### src/rtl/instr_encoder_if.sv
// Descriptor stream in, instruction-memory write port and session status out.
// err_range exists only when INSTR_ENC_RANGE_CHECK_EN is defined.
interface instr_encoder_if #(
  parameter int ADDR_W = 6
);
  logic              start;
  logic              in_valid;
  logic              in_ready;
  logic              in_last;
  logic [3:0]        in_class;
  logic [2:0]        in_funct_sel;
  logic [4:0]        in_rs;
  logic [4:0]        in_rt;
  logic [4:0]        in_rd;
  logic [31:0]       in_imm;
  logic [25:0]       in_target;
  logic              imem_we;
  logic [ADDR_W-1:0] imem_addr;
  logic [31:0]       imem_wd;
  logic              busy;
  logic              done;
  logic [ADDR_W:0]   count;
  logic              err_illegal;
  logic              err_full;
`ifdef INSTR_ENC_RANGE_CHECK_EN
  logic              err_range;
`endif

  modport master (
    output start, in_valid, in_last, in_class, in_funct_sel,
           in_rs, in_rt, in_rd, in_imm, in_target,
    input  in_ready, imem_we, imem_addr, imem_wd, busy, done, count,
`ifdef INSTR_ENC_RANGE_CHECK_EN
           err_range,
`endif
           err_illegal, err_full
  );

  modport slave (
    input  start, in_valid, in_last, in_class, in_funct_sel,
           in_rs, in_rt, in_rd, in_imm, in_target,
    output in_ready, imem_we, imem_addr, imem_wd, busy, done, count,
`ifdef INSTR_ENC_RANGE_CHECK_EN
           err_range,
`endif
           err_illegal, err_full
  );
endinterface

### src/rtl/instr_encoder.sv
// Encodes instruction descriptors into MIPS words written sequentially to imem.
// Latency: accepted beat appears on imem_we/addr/wd one cycle later, full rate.
// Backpressure: in_ready low outside LOAD, during start, or once memory is full.
// Optional: INSTR_ENC_RANGE_CHECK_EN adds the sticky err_range immediate check.
module instr_encoder #(
  parameter int ADDR_W    = 6,
  parameter int BASE_ADDR = 0
) (
  input  logic            clk,
  input  logic            reset,
  instr_encoder_if.slave  bus
);

  typedef enum logic [1:0] {
    IDLE = 2'd0,
    LOAD = 2'd1,
    DONE = 2'd2
  } state_t;

  localparam logic [5:0] OP_RTYPE = 6'b000000;
  localparam logic [5:0] OP_LW    = 6'b100011;
  localparam logic [5:0] OP_SW    = 6'b101011;
  localparam logic [5:0] OP_BEQ   = 6'b000100;
  localparam logic [5:0] OP_ADDI  = 6'b001000;
  localparam logic [5:0] OP_J     = 6'b000010;
  localparam logic [5:0] OP_ANDI  = 6'b001100;

  localparam logic [ADDR_W-1:0] BASE_PTR = ADDR_W'(BASE_ADDR);
  localparam logic [ADDR_W:0]   LAST_CNT = {1'b0, {ADDR_W{1'b1}}};

  state_t            state_q, state_d;
  logic [ADDR_W-1:0] ptr_q;
  logic [ADDR_W:0]   count_q;
  logic              imem_we_q;
  logic [ADDR_W-1:0] imem_addr_q;
  logic [31:0]       imem_wd_q;
  logic              busy_q, done_q;
  logic              err_illegal_q, err_full_q;

  logic              in_ready;
  logic              accept;
  logic              legal;
  logic [31:0]       word;
  logic [5:0]        funct;
  logic              chk_signed;
  logic              chk_unsigned;

  // Count never exceeds 2^ADDR_W, so its MSB alone flags a full memory.
  assign in_ready = (state_q == LOAD) && !bus.start && !count_q[ADDR_W];
  assign accept   = bus.in_valid && in_ready;

  always_comb begin
    legal        = 1'b1;
    word         = '0;
    funct        = 6'b000000;
    chk_signed   = 1'b0;
    chk_unsigned = 1'b0;
    case (bus.in_funct_sel)
      3'd0:    funct = 6'b100000;
      3'd1:    funct = 6'b100010;
      3'd2:    funct = 6'b100100;
      3'd3:    funct = 6'b100101;
      3'd4:    funct = 6'b101010;
      default: funct = 6'b000000;
    endcase
    case (bus.in_class)
      4'd0: begin
        legal = (bus.in_funct_sel <= 3'd4);
        word  = {OP_RTYPE, bus.in_rs, bus.in_rt, bus.in_rd, 5'b00000, funct};
      end
      4'd1: begin
        word       = {OP_LW, bus.in_rs, bus.in_rt, bus.in_imm[15:0]};
        chk_signed = 1'b1;
      end
      4'd2: begin
        word       = {OP_SW, bus.in_rs, bus.in_rt, bus.in_imm[15:0]};
        chk_signed = 1'b1;
      end
      4'd3: begin
        word       = {OP_BEQ, bus.in_rs, bus.in_rt, bus.in_imm[15:0]};
        chk_signed = 1'b1;
      end
      4'd4: begin
        word       = {OP_ADDI, bus.in_rs, bus.in_rt, bus.in_imm[15:0]};
        chk_signed = 1'b1;
      end
      4'd5: word = {OP_J, bus.in_target};
      4'd6: begin
        word         = {OP_ANDI, bus.in_rs, bus.in_rt, bus.in_imm[15:0]};
        chk_unsigned = 1'b1;
      end
      default: legal = 1'b0;
    endcase
  end

`ifdef INSTR_ENC_RANGE_CHECK_EN
  logic err_range_q;
  logic range_bad;
  logic fits_s16;
  logic fits_u16;

  assign fits_s16  = (&bus.in_imm[31:15]) || !(|bus.in_imm[31:15]);
  assign fits_u16  = !(|bus.in_imm[31:16]);
  assign range_bad = (chk_signed && !fits_s16) || (chk_unsigned && !fits_u16);

  always_ff @(posedge clk or posedge reset) begin
    if (reset) begin
      err_range_q <= 1'b0;
    end else if (bus.start) begin
      err_range_q <= 1'b0;
    end else if (accept && legal && range_bad) begin
      err_range_q <= 1'b1;
    end
  end

  assign bus.err_range = err_range_q;
`else
  // Without the range check the upper immediate bits are simply truncated.
  logic unused_imm_hi;
  assign unused_imm_hi = ^{bus.in_imm[31:16], chk_signed, chk_unsigned};
`endif

  always_comb begin
    state_d = state_q;
    case (state_q)
      IDLE: begin
        if (bus.start) state_d = LOAD;
      end
      LOAD: begin
        if (bus.start) begin
          state_d = LOAD;
        end else if (accept && (bus.in_last || (legal && count_q == LAST_CNT))) begin
          state_d = DONE;
        end
      end
      DONE: begin
        if (bus.start) state_d = LOAD;
      end
      default: state_d = IDLE;
    endcase
  end

  always_ff @(posedge clk or posedge reset) begin
    if (reset) begin
      state_q       <= IDLE;
      ptr_q         <= BASE_PTR;
      count_q       <= '0;
      imem_we_q     <= 1'b0;
      imem_addr_q   <= '0;
      imem_wd_q     <= '0;
      busy_q        <= 1'b0;
      done_q        <= 1'b0;
      err_illegal_q <= 1'b0;
      err_full_q    <= 1'b0;
    end else begin
      state_q   <= state_d;
      busy_q    <= (state_d == LOAD);
      done_q    <= (state_d == DONE);
      imem_we_q <= 1'b0;
      if (bus.start) begin
        ptr_q         <= BASE_PTR;
        count_q       <= '0;
        err_illegal_q <= 1'b0;
        err_full_q    <= 1'b0;
      end else if (accept) begin
        if (legal) begin
          imem_we_q   <= 1'b1;
          imem_addr_q <= ptr_q;
          imem_wd_q   <= word;
          ptr_q       <= ptr_q + 1'b1;
          count_q     <= count_q + 1'b1;
          if (count_q == LAST_CNT && !bus.in_last) err_full_q <= 1'b1;
        end else begin
          err_illegal_q <= 1'b1;
        end
      end
    end
  end

  assign bus.in_ready    = in_ready;
  assign bus.imem_we     = imem_we_q;
  assign bus.imem_addr   = imem_addr_q;
  assign bus.imem_wd     = imem_wd_q;
  assign bus.busy        = busy_q;
  assign bus.done        = done_q;
  assign bus.count       = count_q;
  assign bus.err_illegal = err_illegal_q;
  assign bus.err_full    = err_full_q;

endmodule

### src/flat_wrapper.sv
// flat-port wrapper written by rule: the top's interface ports become plain ports
module instr_encoder_flat 
#(
  parameter int ADDR_W    = 6,
  parameter int BASE_ADDR = 0
)
  (clk, reset, bus_start, bus_in_valid, bus_in_last, bus_in_class, bus_in_funct_sel, bus_in_rs, bus_in_rt, bus_in_rd, bus_in_imm, bus_in_target, bus_in_ready, bus_imem_we, bus_imem_addr, bus_imem_wd, bus_busy, bus_done, bus_count, bus_err_illegal, bus_err_full);
  instr_encoder_if #(.ADDR_W(ADDR_W)) bus_i ();
  input  logic clk;
  input  logic reset;
  input wire logic [$bits(bus_i.start)-1:0] bus_start;
  input wire logic [$bits(bus_i.in_valid)-1:0] bus_in_valid;
  input wire logic [$bits(bus_i.in_last)-1:0] bus_in_last;
  input wire logic [$bits(bus_i.in_class)-1:0] bus_in_class;
  input wire logic [$bits(bus_i.in_funct_sel)-1:0] bus_in_funct_sel;
  input wire logic [$bits(bus_i.in_rs)-1:0] bus_in_rs;
  input wire logic [$bits(bus_i.in_rt)-1:0] bus_in_rt;
  input wire logic [$bits(bus_i.in_rd)-1:0] bus_in_rd;
  input wire logic [$bits(bus_i.in_imm)-1:0] bus_in_imm;
  input wire logic [$bits(bus_i.in_target)-1:0] bus_in_target;
  output wire logic [$bits(bus_i.in_ready)-1:0] bus_in_ready;
  output wire logic [$bits(bus_i.imem_we)-1:0] bus_imem_we;
  output wire logic [$bits(bus_i.imem_addr)-1:0] bus_imem_addr;
  output wire logic [$bits(bus_i.imem_wd)-1:0] bus_imem_wd;
  output wire logic [$bits(bus_i.busy)-1:0] bus_busy;
  output wire logic [$bits(bus_i.done)-1:0] bus_done;
  output wire logic [$bits(bus_i.count)-1:0] bus_count;
  output wire logic [$bits(bus_i.err_illegal)-1:0] bus_err_illegal;
  output wire logic [$bits(bus_i.err_full)-1:0] bus_err_full;
  assign bus_i.start = bus_start;
  assign bus_i.in_valid = bus_in_valid;
  assign bus_i.in_last = bus_in_last;
  assign bus_i.in_class = bus_in_class;
  assign bus_i.in_funct_sel = bus_in_funct_sel;
  assign bus_i.in_rs = bus_in_rs;
  assign bus_i.in_rt = bus_in_rt;
  assign bus_i.in_rd = bus_in_rd;
  assign bus_i.in_imm = bus_in_imm;
  assign bus_i.in_target = bus_in_target;
  assign bus_in_ready = bus_i.in_ready;
  assign bus_imem_we = bus_i.imem_we;
  assign bus_imem_addr = bus_i.imem_addr;
  assign bus_imem_wd = bus_i.imem_wd;
  assign bus_busy = bus_i.busy;
  assign bus_done = bus_i.done;
  assign bus_count = bus_i.count;
  assign bus_err_illegal = bus_i.err_illegal;
  assign bus_err_full = bus_i.err_full;
  instr_encoder #(.ADDR_W(ADDR_W), .BASE_ADDR(BASE_ADDR)) u_core (.clk(clk), .reset(reset), .bus(bus_i));
endmodule
### config.mk
export PLATFORM = sky130hd
export DESIGN_NAME = instr_encoder_flat
export DESIGN_NICKNAME = d
export VERILOG_FILES = /design/src/rtl/instr_encoder_if.sv /design/src/rtl/instr_encoder.sv /design/src/flat_wrapper.sv
export SDC_FILE = /design/constraint.sdc
export NUM_CORES = 1
export LEC_CHECK = 0
export ABC_AREA = 1
export CAP_MARGIN = 20
export CORE_MARGIN = 5
export CORE_UTILIZATION = 45
export CTS_BUF_LIST = sky130_fd_sc_hd__clkbuf_16
export CTS_CLUSTER_SIZE = 10
export DETAILED_ROUTE_END_ITERATION = 8
export GPL_ROUTABILITY_DRIVEN = 0
export MAX_ROUTING_LAYER = met4
export PLACE_DENSITY = 0.87
export REMOVE_ABC_BUFFERS = 1
export SLEW_MARGIN = 20
export SYNTH_ARGS = -nofsm -noshare
export SYNTH_HDL_FRONTEND = slang
export SYNTH_SLANG_ARGS = --single-unit
### constraint.sdc
create_clock -name clk -period 4.6 [get_ports clk]
set_input_delay 0.92 -clock clk [delete_from_list [all_inputs] [get_ports clk]]
set_output_delay 0.92 -clock clk [all_outputs]
set_load 0.1 [all_outputs]
# Yosys cells after proc, flatten, opt, wreduce, memory -nomap -nowiden
# Index checks and enable logic that the tools add are counted.
classes:
  magnitude_cmp: 1
  bitwise: 1
  eq_ne: 16
  n_mux: 23
  n_addsub: 2
  reduce_logical: 22
op_table:
  columns: ["operator", "n"]
  rows:
  - ["$pmux W32 S7", 1]
  - ["$pmux W6 S5", 1]
  - ["$mux W7", 3]
  - ["$mux W6", 3]
  - ["$eq A4 B3 Y1 const B", 3]
  - ["$mux W1", 10]
  - ["$eq A4 B2 Y1 const B", 2]
  - ["$add A7 B1 Y7 const B", 1]
  - ["$eq A7 B6 Y1 const B", 1]
  - ["$add A6 B1 Y6 const B", 1]
  - ["$eq A3 B2 Y1 const B", 2]
  - ["$logic_and A1 B1 Y1", 6]
  - ["$mux W2", 3]
  - ["$reduce_and A3 Y1", 2]
  - ["$reduce_bool A2 Y1", 3]
  - ["$reduce_or A6 Y1", 1]
  - ["$eq A2 B1 Y1 const B", 2]
  - ["$eq A2 B2 Y1 const B", 2]
  - ["$eq A4 B1 Y1 const B", 1]
  - ["$logic_not A4 Y1", 1]
  - ["$pmux W2 S2", 1]
  - ["$reduce_and A2 Y1", 2]
  - ["$eq A3 B1 Y1 const B", 1]
  - ["$eq A3 B3 Y1 const B", 1]
  - ["9 further kinds", 11]
totals:
  elab_cells: 75
  ff_bits: 58
  input_bits: 85
  output_inout_bits: 51

# Longest topological paths before layout
# Gate-level depths: netlist of the first run.
depth:
  depth_word: 10
  depth_mapped: 12
  ltp_nobuf: 10

# Worst setup path before layout of the first run
# OpenSTA, ideal clock, no wires.
synth_path:
  kind: "input-to-output"
  start: "input port bus_start"
  end: "output port bus_in_ready"
  t_required_ns: 3.680
  t_arrival_ns: 1.661
  cell_stages: 3
  path_buffers: 0
  slack_ns: 2.019
  path_cell_list: "nor2_1 nand2_1 inv_1"
synth_between:
  elab_chain_cells: 3
synth_rtl:
  columns: ["item", "line_no", "source"]
  rows:
  - ["from (decl)", "flat_wrapper.sv:11", "input wire logic [$bits(bus_i.start)-1:0] bus_start;"]
  - ["$logic_not A1 Y1", "instr_encoder.sv:49", "assign in_ready = (state_q == LOAD) && !bus.start && !count_q[ADDR_W];"]
  - ["$logic_and A1 B1 Y1 (2 in a row)", "instr_encoder.sv:49", null]
  - ["to (decl)", "flat_wrapper.sv:21", "output wire logic [$bits(bus_i.in_ready)-1:0] bus_in_ready;"]
# No other way between the ends.

# Worst setup path after layout of the first run
layout_path:
  start: "input port bus_in_class[1]"
  end: "register u_core.ptr_q[5]"
layout_between:
  elab_chain_cells: 5
  word_cells_on_any_way: 11
  classes_between: "eq/ne (6); mux (1); reduce/logical (4)"
layout_rtl:
  columns: ["item", "line_no", "source"]
  rows:
  - ["from (decl)", "flat_wrapper.sv:14", "input wire logic [$bits(bus_i.in_class)-1:0] bus_in_class;"]
  - ["$eq A4 B3 Y1 (tied with other cells)", "instr_encoder.sv:66", "case (bus.in_class)"]
  - ["$reduce_or A6 Y1 (no source line)", null, null]
  - ["$pmux W1 S2 *", "instr_encoder.sv:66", null]
  - ["$reduce_bool A2 Y1 (no source line) *", null, null]
  - ["$reduce_and A2 Y1 (no source line) *", null, null]
  - ["to (signal assigned)", "instr_encoder.sv:170", "ptr_q <= ptr_q + 1'b1;"]
  - ["to (decl)", "instr_encoder.sv:32", "logic [ADDR_W-1:0] ptr_q;"]
# Every way passes the cells marked *; elsewhere a longest branch is shown, timed or not.
# A chain may end at the register's enable or synchronous reset.

==> impl_metrics.env, run 1 <==
export IMPL_finalCritPeriodShare_pct=63.6
export IMPL_seqPwrFrac_pct=26.8
export IMPL_vias=2774
export IMPL_wl_um=7600
export IMPL_cts_sinks=56
export IMPL_syn2layout_area_growth_pct=45.3
export IMPL_p_per_area_nw_per_um2=606
export IMPL_maxSlewHeadroom_pct=32.8
export IMPL_cp_start_kind="input port"
export IMPL_synth_adder_area_share_pct=0.855
export IMPL_final_max_slew_viol_count=0
export IMPL_chipHeight_um=90.6
export IMPL_ys_types=29
export IMPL_status="completed"
export IMPL_cp_arrival_ns=3.13
export IMPL_finalSetupViolations=0
export IMPL_yosys_area_share_xor_xnor_pct=2.09
export IMPL_drtPass1Iterations=4
export IMPL_seqCellArea_um2=1400
export IMPL_internal_power_mw=1.20
export IMPL_grt_start_max_net_pins=42
export IMPL_insertion_delay_ns=0.28
export IMPL_nets=577
export IMPL_cts_buffers=5
export IMPL_drive_above_1_share_pct=6.31
export IMPL_timing_final_ws_setup_ns=1.67
export IMPL_critPathMaxFanout=41
export IMPL_synthFlopType="dfrtp_1"
export IMPL_synth_top_family_by_area="simple AND/OR/NAND/NOR gates"
export IMPL_synth_top_area_share_pct=47.9
export IMPL_synthMuxAreaShare_pct=0
export IMPL_drc=0
export IMPL_path_buf_inv=3
export IMPL_combPwrFrac_pct=56.5
export IMPL_grt_pass1_wl_um=12900
export IMPL_fmax_mhz=342
export IMPL_track_usage_pct=19.3
export IMPL_p_sw_share_pct=53.5
export IMPL_core_area_um2=6350
export IMPL_synth_compound_area_share_pct=9.19
export IMPL_cts_tree="yes"
export IMPL_setup_worst_path_class="in2reg"
export IMPL_antenna_found_initial=0
export IMPL_hold_viol_final=0
export IMPL_cts_resized=0
export IMPL_synthTopCellsByArea="dfrtp_1, nand2_1, inv_1"
export IMPL_critical_path_slowest_cell="clkdlybuf4s50_1"
export IMPL_antenna_cells=0
export IMPL_drt_initial_drc_count=131
export IMPL_max_vdd_ir_drop_mv=0.550
export IMPL_routed_via_density=4.88
export IMPL_yosysTopAreaCell="dfrtp_1"
export IMPL_place_ws_ns=1.38
export IMPL_clockBufferDepth=2
export IMPL_nFillCells=544
export IMPL_grt_overflow_total=0
export IMPL_crit_family="buffers and inverters"
export IMPL_drtAntennaViolNets=0
export IMPL_multi_input_area_um2=1250
export IMPL_netlist_instances=379
export IMPL_cap_violations=0
export IMPL_syn_area_um2=2930
export IMPL_p_switching_mw=1.38
export IMPL_power_leakage_nw=2.07
export IMPL_setup_tns_ns=0
export IMPL_synth_edff_count=0
export IMPL_syn_area_per_cell_um2=7.72
export IMPL_ys_warn_count=0
export IMPL_clock_root_buffer="clkbuf_16"
export IMPL_rsz0062_at_grt="no"
export IMPL_yosysSeqAreaShare_pct=47.9
export IMPL_max_slew_worst_pin_slew_ns=1.00
export IMPL_routedWlPerCell_um=13.4
export IMPL_async_reset_ff_share_pct=100
export IMPL_crit_chain="clkdlybuf4s50_1 -> nand2_1 -> nand3_1 -> nand2_1 -> inv_2 -> nand2_4 -> nand2_2 -> buf_4 -> nand2_4 -> o21ai_1"
export IMPL_fp_dieArea_um2=8220
export IMPL_core_rowCount=29
export IMPL_clk_pin_slew_ns=0.07
export IMPL_io_buffers=118
export IMPL_crit_path_end_kind="flip-flop"
export IMPL_dp_hpwl_um=5670
export IMPL_h_tree_depth=2
export IMPL_grt_pass1_vias=2796
export IMPL_die_x_um=90.6
export IMPL_p_clk_share_pct=16.6
export IMPL_initial_utilization_pct=46.1
export IMPL_hold_class="reg2reg"
export IMPL_holdBufCountCts=0
export IMPL_cp_required_ns=4.81
export IMPL_fin_skew_ns=0.00222
export IMPL_cts_setup_buffers=0
export IMPL_max_stage_delay_ns=0.67
export IMPL_total_power_mw=2.58
export IMPL_synth_seq_cells=56
export IMPL_ios=136
export IMPL_yosys_area_share_simple_pct=30.4
export IMPL_period_minus_slack_ns=2.93
==> power groups by stage <==
stage               sequential (mW)  combinational [mW]  clock [mW]
floorplan                      1.57               0.205           0
global placement              0.696                1.45           0
detailed placement            0.699                1.46           0
CTS                           0.693                1.47       0.434
global route                  0.710                1.51       0.453
finish                        0.692                1.46       0.429
==> Yosys cell counts (5+ instances only) <==
library cell,n
buf_6,6
dfrtp_1,56
o21ai_0,15
buf_4,6
inv_1,34
xor2_1,5
nand3_1,21
nor2_1,12
o21ai_1,9
nand2_1,173
o22ai_2,5
a21oi_1,6
==> logic make-up after synthesis <==
kind of cell,Yosys count
buf+inv,54
fa+ha+maj,2
flops,56
simple gates,217
other cells,1
xor+xnor,7
compound gates,42
==> flip-flops by register name (all words and copies together) (netlist names) <==
register / cells
u_core.bus.imem_wd: 30
u_core.ptr_q: 6
u_core.bus.busy: 1
u_core.bus.err_full: 1
u_core.bus.imem_addr: 6
u_core.state_q: 2
u_core.bus.count: 7
u_core.bus.imem_we: 1
u_core.bus.done: 1
u_core.bus.err_illegal: 1
==> metal layers <==
| metal | GRT usage, % | part of all wire, % | vias up |
|---|---|---|---|
| li1 | - | - | 1392 |
| met1 | 21.5 | 41 | 1289 |
| met2 | 34.6 | 52 | 89 |
| met3 | 4.75 | 6.7 | 4 |
| met4 | 4.22 | 0.75 | 0 |
| met5 | - | 0 | - |
==> path summary, 6_finish.rpt <==
kind,end,from,depth (start not counted),slack [ns]
worst max-delay path,u_core.ptr_q[5]$_DFFE_PP0P_,bus_in_class[1],10,1.67
worst min-delay path,u_core.bus.imem_wd[18]$_DFFE_PP0P_,u_core.bus.imem_wd[18]$_DFFE_PP0P_,2,0.48
worst max register to register,u_core.bus.imem_wd[3]$_DFFE_PP0P_,u_core.state_q[1]$_DFF_PP0_,7,2.58
worst min register to register,u_core.bus.imem_wd[18]$_DFFE_PP0P_,u_core.bus.imem_wd[18]$_DFFE_PP0P_,2,0.48
max in group asynchronous,u_core.state_q[0]$_DFF_PP0_,reset,3,2.81
min in group asynchronous,u_core.bus.imem_addr[1]$_DFFE_PP0P_,reset,2,0.98
==> cell usage in the layout, fill, tap and decap left out, types with 2 or more instances in the layout <==
| cell type | netlist | layout |
|---|---|---|
| nand2_1 | 173 | 173 |
| clkdlybuf4s50_1 | 0 | 117 |
| dfrtp_1 | 56 | 56 |
| inv_1 | 34 | 33 |
| nand3_1 | 21 | 21 |
| o21ai_0 | 15 | 15 |
| nor2_1 | 12 | 12 |
| o21ai_1 | 9 | 9 |
| a21oi_1 | 6 | 6 |
| o22ai_2 | 5 | 5 |
| xor2_1 | 5 | 5 |
| clkbuf_16 | 0 | 5 |
| inv_2 | 3 | 4 |
| nand2_4 | 3 | 3 |
| nor3_1 | 3 | 3 |
| o21ai_2 | 3 | 3 |
| buf_4 | 6 | 3 |
| nand2_2 | 2 | 2 |
| o211ai_1 | 2 | 2 |
| xnor2_1 | 2 | 2 |
| ha_1 | 2 | 2 |
==> area by class of cell <==
class	count	area share (%)
Inverter	38	3.41
Timing Repair Buffer	120	28.1
Multi-Input combinational cell	269	29.4
Clock inverter	3	1.00
Sequential cell	56	33.0
Clock buffer	5	2.94
Tap cell	77	2.27
==> metrics by stage <==
stage                     cell area [µm²]  utilization, %  hold slack [ns]  instances
after floorplan                      2800               -            0.502        363
after global placement               4090            64.3            0.461        560
after detailed placement             4090            64.3            0.464        560
after CTS                            4250            67.0            0.483        568
after global routing                 4250            67.0            0.513        568
final                                4250            67.0            0.480        568
==> tightest hold or removal path: stages (launching register included) <==
cell,delay (ns)
dfrtp_1,0.34
nand2_1,0.05
nand2_1,0.05
Power figures use the tool's default switching activity.
==> run 2: changes to the inputs <==
CORE_UTILIZATION = 42   (was 45)
PLACE_DENSITY = 0.82   (was 0.87)
clock period = 2.7 ns   (was 4.6 ns; I/O delays follow)
==> run 2 against run 1 <==
Effect of this change: clock power is 42% higher; via count fell by 1.1%; total power rose by 64%; sequential share of layout area grew 0.40 points; non-clock buffer count up 5; hold slack improved by 0.0037 ns; wire length shrank 1.6%; register-to-register slack worse by 1.5 ns; global-route usage shrank 1.1 points; largest cell class unchanged; clock-buffer cell count did not move; sequential cell count did not move; clock skew rose by 0.0012 ns.
==> impl_metrics.env, run 2 (synthesized netlist as in run 1, its figures left out) <==
export IMPL_status="completed"
export IMPL_routed_via_density=4.63
export IMPL_hold_class="reg2reg"
export IMPL_finalCritPeriodShare_pct=79.4
export IMPL_met2_usage_pct=31.6
export IMPL_max_slew_worst_pin_slew_ns=0.568
export IMPL_grt_pass1_wl_um=12400
export IMPL_critPathMaxFanout=24
export IMPL_top_usage_layer="met2"
export IMPL_core_area_um2=6790
export IMPL_wl_um=7490
export IMPL_vias=2743
export IMPL_fmax_mhz=467
export IMPL_finalSetupViolations=0
export IMPL_dp_hpwl_um=5900
export IMPL_cts_resized=0
export IMPL_final_max_slew_viol_count=0
export IMPL_initial_utilization_pct=43.1
export IMPL_h_tree_depth=2
export IMPL_met3_usage_pct=4.83
export IMPL_syn2layout_area_growth_pct=43.6
export IMPL_period_minus_slack_ns=2.14
export IMPL_clk_pin_slew_ns=0.07
export IMPL_hold_viol_final=0
export IMPL_io_buffers=118
export IMPL_min_delay_start="u_core.bus.imem_wd[25]$_DFFE_PP0P_"
export IMPL_chipHeight_um=93.5
export IMPL_p_per_area_nw_per_um2=1010
export IMPL_r2r_end="u_core.bus.imem_wd[3]$_DFFE_PP0P_"
export IMPL_crit_path_end_kind="flip-flop"
export IMPL_drtPass1Iterations=4
export IMPL_drc=0
export IMPL_track_usage_pct=18.2
export IMPL_drtAntennaViolNets=0
export IMPL_core_rowCount=30
export IMPL_final_cell_mix="nand2_1, clkdlybuf4s50_1, dfrtp_1, buf_4, inv_1"
export IMPL_nets=582
export IMPL_grt_pass1_vias=2695
export IMPL_cp_arrival_ns=2.35
export IMPL_final_area_um2=4200
export IMPL_clockBufferDepth=2
export IMPL_r2r_start="u_core.state_q[1]$_DFF_PP0_"
export IMPL_fp_dieArea_um2=8740
export IMPL_maxSlewHeadroom_pct=61.9
export IMPL_cts_tree="yes"
export IMPL_layout_commonest_cell="nand2_1"
export IMPL_cap_violations=0
export IMPL_max_vdd_ir_drop_mv=0.639
export IMPL_drt_initial_drc_count=78
export IMPL_power_leakage_nw=2.18
export IMPL_whs_path_depth=2
export IMPL_cp_start_kind="input port"
export IMPL_whs_endpoint="u_core.bus.imem_wd[25]$_DFFE_PP0P_"
export IMPL_antenna_cells=0
export IMPL_cp_required_ns=2.91
export IMPL_rrSetupSlack_ns=1.05
export IMPL_cts_setup_buffers=0
export IMPL_holdBufCountCts=0
export IMPL_ios=136
export IMPL_setup_tns_ns=0
export IMPL_cts_buffers=5
export IMPL_cts_sinks=56
export IMPL_use_met1_pct=20.3
export IMPL_clock_root_buffer="clkbuf_16"
export IMPL_largest_reg_flops=30
export IMPL_grt_overflow_total=0
export IMPL_insertion_delay_ns=0.28
export IMPL_die_x_um=93.5
export IMPL_r2r_cells=8
export IMPL_fin_skew_ns=0.00342
export IMPL_grt_start_max_net_pins=33
export IMPL_setup_worst_path_class="in2reg"
export IMPL_placed_cell_area_um2=4060
export IMPL_stdcell_count=592
export IMPL_dp_cells=584
export IMPL_antenna_found_initial=0
export IMPL_rsz0062_at_grt="no"
export IMPL_routedWlPerCell_um=12.6
export IMPL_drive_above_1_share_pct=16.7
-- run 2: worst max-delay path by stage --
| stage | slack (ns) | endpoint | startpoint |
|---|---|---|---|
| final | 0.56 | u_core.bus.count[0]$_DFFE_PP0P_ | bus_in_class[1] |
| after global routing | 0.32 | u_core.bus.count[0]$_DFFE_PP0P_ | bus_in_class[1] |
| after CTS | 0.52 | u_core.ptr_q[5]$_DFFE_PP0P_ | bus_in_class[1] |
| after detailed placement | 0.24 | u_core.bus.imem_wd[3]$_DFFE_PP0P_ | bus_in_class[1] |
| after global placement | 0.31 | u_core.bus.count[0]$_DFFE_PP0P_ | bus_in_class[1] |
| after floorplan | 0.16 | u_core.bus.count[0]$_DFFE_PP0P_ | u_core.bus.count[6]$_DFFE_PP0P_ |
-- run 2: worst max-delay path: stages --
cell             delay, ns
clkdlybuf4s50_1       0.66
nand2_1               0.13
nand3_1               0.09
nand2_1               0.08
inv_2                 0.08
nand2_4               0.06
nand2_2               0.09
buf_4                 0.30
nand2_4               0.16
a21oi_1               0.17
-- run 2: final cells by class --
type	instances	area (µm²)
clock buffer	5	125
clock inverter	3	15.0
fill	606	2590
inverter	38	145
multi-input combinational	269	1250
sequential	56	1400
tap	96	120
timing repair buffer	125	1150
-- run 2: report_power, final --
| part | switching (mW) | leakage, nW | internal (mW) | total (mW) |
|---|---|---|---|---|
| registers | 0.141 | 0.750 | 1.05 | 1.19 |
| logic | 1.93 | 1.36 | 0.506 | 2.43 |
| clock network | 0.272 | 0.0687 | 0.337 | 0.609 |
-- run 2: per-stage QoR --
| step | hold WS [ns] | power (mW) | util [%] | setup slack (ns) |
|---|---|---|---|---|
| 2_1_floorplan | 0.502 | 3.03 | - | 0.161 |
| 3_3_place_gp | 0.463 | 3.62 | 59.8 | 0.309 |
| 3_5_place_dp | 0.471 | 3.65 | 59.8 | 0.242 |
| 4_1_cts | 0.489 | 4.27 | 61.8 | 0.521 |
| 5_1_grt | 0.502 | 4.42 | 61.8 | 0.323 |
| 6_report | 0.484 | 4.24 | 61.8 | 0.557 |
-- run 2: per-layer routing --
| metal | vias to the layer above | part of all wire, % |
|---|---|---|
| li1 | 1403 | - |
| met1 | 1255 | 40 |
| met2 | 78 | 51 |
| met3 | 7 | 7.5 |
| met4 | 0 | 1.1 |
| met5 | - | 0 |
==> run 3: changes to the inputs <==
clock period = 2.2 ns   (was 2.7 ns; I/O delays follow)
==> run 3 against run 2 <==
Effect of this change: clock-buffer cell count unchanged; total power grew 23%; hold slack worse by 0.0034 ns; final cell count grew 1.2%; largest power group unchanged; highest routed layer unchanged; critical endpoint is now u_core.bus.imem_wd[3]$_DFFE_PP0P_.
==> impl_metrics.env, run 3 (synthesized netlist as in run 1, its figures left out) <==
export IMPL_nets=589
export IMPL_cts_sinks=56
export IMPL_combPwrFrac_pct=57.5
export IMPL_grt_overflow_total=0
export IMPL_cts_resized=0
export IMPL_clockBufferDepth=2
export IMPL_clock_root_buffer="clkbuf_16"
export IMPL_setup_tns_ns=0
export IMPL_largest_reg_flops=30
export IMPL_maxSlewHeadroom_pct=64.1
export IMPL_multi_input_area_um2=1250
export IMPL_io_buffers=118
export IMPL_max_vdd_ir_drop_mv=0.979
export IMPL_insertion_delay_ns=0.28
export IMPL_holdBufCountCts=0
export IMPL_setup_worst_path_class="in2reg"
export IMPL_fin_skew_ns=0.00441
export IMPL_cts_setup_buffers=0
export IMPL_p_sw_share_pct=55.1
export IMPL_critPathMaxFanout=21
export IMPL_power_leakage_nw=2.22
export IMPL_clk_pin_slew_ns=0.07
export IMPL_drc=0
export IMPL_whs_ns=0.480
export IMPL_drive_above_1_share_pct=17.9
export IMPL_vias=2774
export IMPL_die_x_um=93.5
export IMPL_crit_start="bus_in_class[1]"
export IMPL_drtPass1Iterations=4
export IMPL_nFillCells=609
export IMPL_seqPwrFrac_pct=28.0
export IMPL_antenna_cells=0
export IMPL_layout_commonest_cell="nand2_1"
export IMPL_routedWlPerCell_um=12.4
export IMPL_internal_power_mw=2.34
export IMPL_drt_initial_drc_count=89
export IMPL_setup_worst_path_end="u_core.bus.imem_wd[3]$_DFFE_PP0P_"
export IMPL_status="completed"
export IMPL_finalSetupViolations=0
export IMPL_core_area_um2=6790
export IMPL_grt_start_max_net_pins=33
export IMPL_seqCellArea_um2=1400
export IMPL_syn2layout_area_growth_pct=45.8
export IMPL_ios=136
export IMPL_rrSetupSlack_ns=0.72
export IMPL_finalCritPeriodShare_pct=85.6
export IMPL_grt_pass1_wl_um=12200
export IMPL_r2r_end="u_core.bus.imem_wd[3]$_DFFE_PP0P_"
export IMPL_wl_um=7460
export IMPL_h_tree_depth=2
export IMPL_period_minus_slack_ns=1.88
export IMPL_core_rowCount=30
export IMPL_rsz0062_at_grt="no"
export IMPL_track_usage_pct=17.6
export IMPL_max_slew_worst_pin_slew_ns=0.538
export IMPL_cap_violations=0
export IMPL_cp_required_ns=2.43
export IMPL_r2r_cells=9
export IMPL_grt_pass1_vias=2682
export IMPL_routed_via_density=4.63
export IMPL_p_clk_share_pct=14.5
export IMPL_r2r_start="u_core.state_q[0]$_DFF_PP0_"
export IMPL_cts_buffers=5
export IMPL_crit_path_end_kind="flip-flop"
export IMPL_cts_tree="yes"
export IMPL_initial_utilization_pct=43.1
export IMPL_final_cell_mix="nand2_1, clkdlybuf4s50_1, buf_4, dfrtp_1, inv_1"
export IMPL_final_max_slew_viol_count=0
export IMPL_hold_class="reg2reg"
export IMPL_chipHeight_um=93.5
export IMPL_p_per_area_nw_per_um2=1220
export IMPL_p_switching_mw=2.87
export IMPL_drtAntennaViolNets=0
export IMPL_fmax_mhz=531
export IMPL_antenna_found_initial=0
export IMPL_dp_hpwl_um=5950
export IMPL_fp_dieArea_um2=8740
export IMPL_cp_start_kind="input port"
export IMPL_cp_arrival_ns=2.11
export IMPL_hold_viol_final=0
==> run 3: cell count changes in the layout (fill, tap and decap cells not counted), sizes merged <==
cell  previous run  this run
buf             57        64
==> run 3: final cells by class <==
type,count,area share (%)
inverters,38,3.40
clock buffers,5,2.93
clock inverters,3,0.352
flip-flops and latches,56,32.8
multi-input cells,269,29.3
well taps,96,2.82
repair buffers,132,28.4
==> run 3: power by group through the flow <==
| stage | registers, mW | clock network (mW) | logic, mW |
|---|---|---|---|
| 5_1_grt | 1.50 | 0.815 | 3.13 |
| 6_report | 1.46 | 0.755 | 3.00 |
| 3_5_place_dp | 1.47 | 0 | 3.03 |
| 2_1_floorplan | 3.29 | 0 | 0.429 |
| 4_1_cts | 1.46 | 0.778 | 3.03 |
| 3_3_place_gp | 1.46 | 0 | 2.99 |
==> run 3: routing by layer <==
layer  GRT usage, %  share of wire [%]
met2           32.6                 53
met3           4.26                6.7
met1           19.1                 40
met5              -                  0
met4           3.54               0.86
==> run 3: how the worst min path moves through the flow <==
| stage | cells after the start | slack, ns | to | from |
|---|---|---|---|---|
| after global routing | 2 | 0.51 | u_core.bus.imem_wd[19]$_DFFE_PP0P_ | u_core.bus.imem_wd[19]$_DFFE_PP0P_ |
| final | 2 | 0.48 | u_core.bus.imem_wd[27]$_DFFE_PP0P_ | u_core.bus.imem_wd[27]$_DFFE_PP0P_ |
| after floorplan | 1 | 0.50 | u_core.ptr_q[0]$_DFFE_PP0P_ | u_core.ptr_q[0]$_DFFE_PP0P_ |
| after CTS | 2 | 0.49 | u_core.bus.imem_wd[20]$_DFFE_PP0P_ | u_core.bus.imem_wd[20]$_DFFE_PP0P_ |
| after detailed placement | 2 | 0.47 | u_core.bus.imem_wd[20]$_DFFE_PP0P_ | u_core.bus.imem_wd[20]$_DFFE_PP0P_ |
| after global placement | 2 | 0.46 | u_core.bus.imem_wd[19]$_DFFE_PP0P_ | u_core.bus.imem_wd[19]$_DFFE_PP0P_ |
==> run 3: metrics by stage <==
stage               area (µm²)  setup slack, ns  total power [mW]  cells  util (%)
finish                    4270            0.318              5.22    599      62.8
global route              4270            0.170              5.44    599      62.8
CTS                       4270            0.307              5.26    599      62.8
detailed placement        4130           0.0175              4.50    591      60.7
global placement          4130           0.0554              4.46    591      60.7
floorplan                 2800           -0.339              3.71    363         -
==> run 3: worst max-delay path: stages <==
cell	delay [ns]
clkdlybuf4s50_1	0.54
nor2_2	0.16
nand2_2	0.09
inv_4	0.11
nand2_4	0.08
nand2_4	0.08
nand2_2	0.09
inv_2	0.18
buf_12	0.18
o21ai_0	0.09
nand2_1	0.06
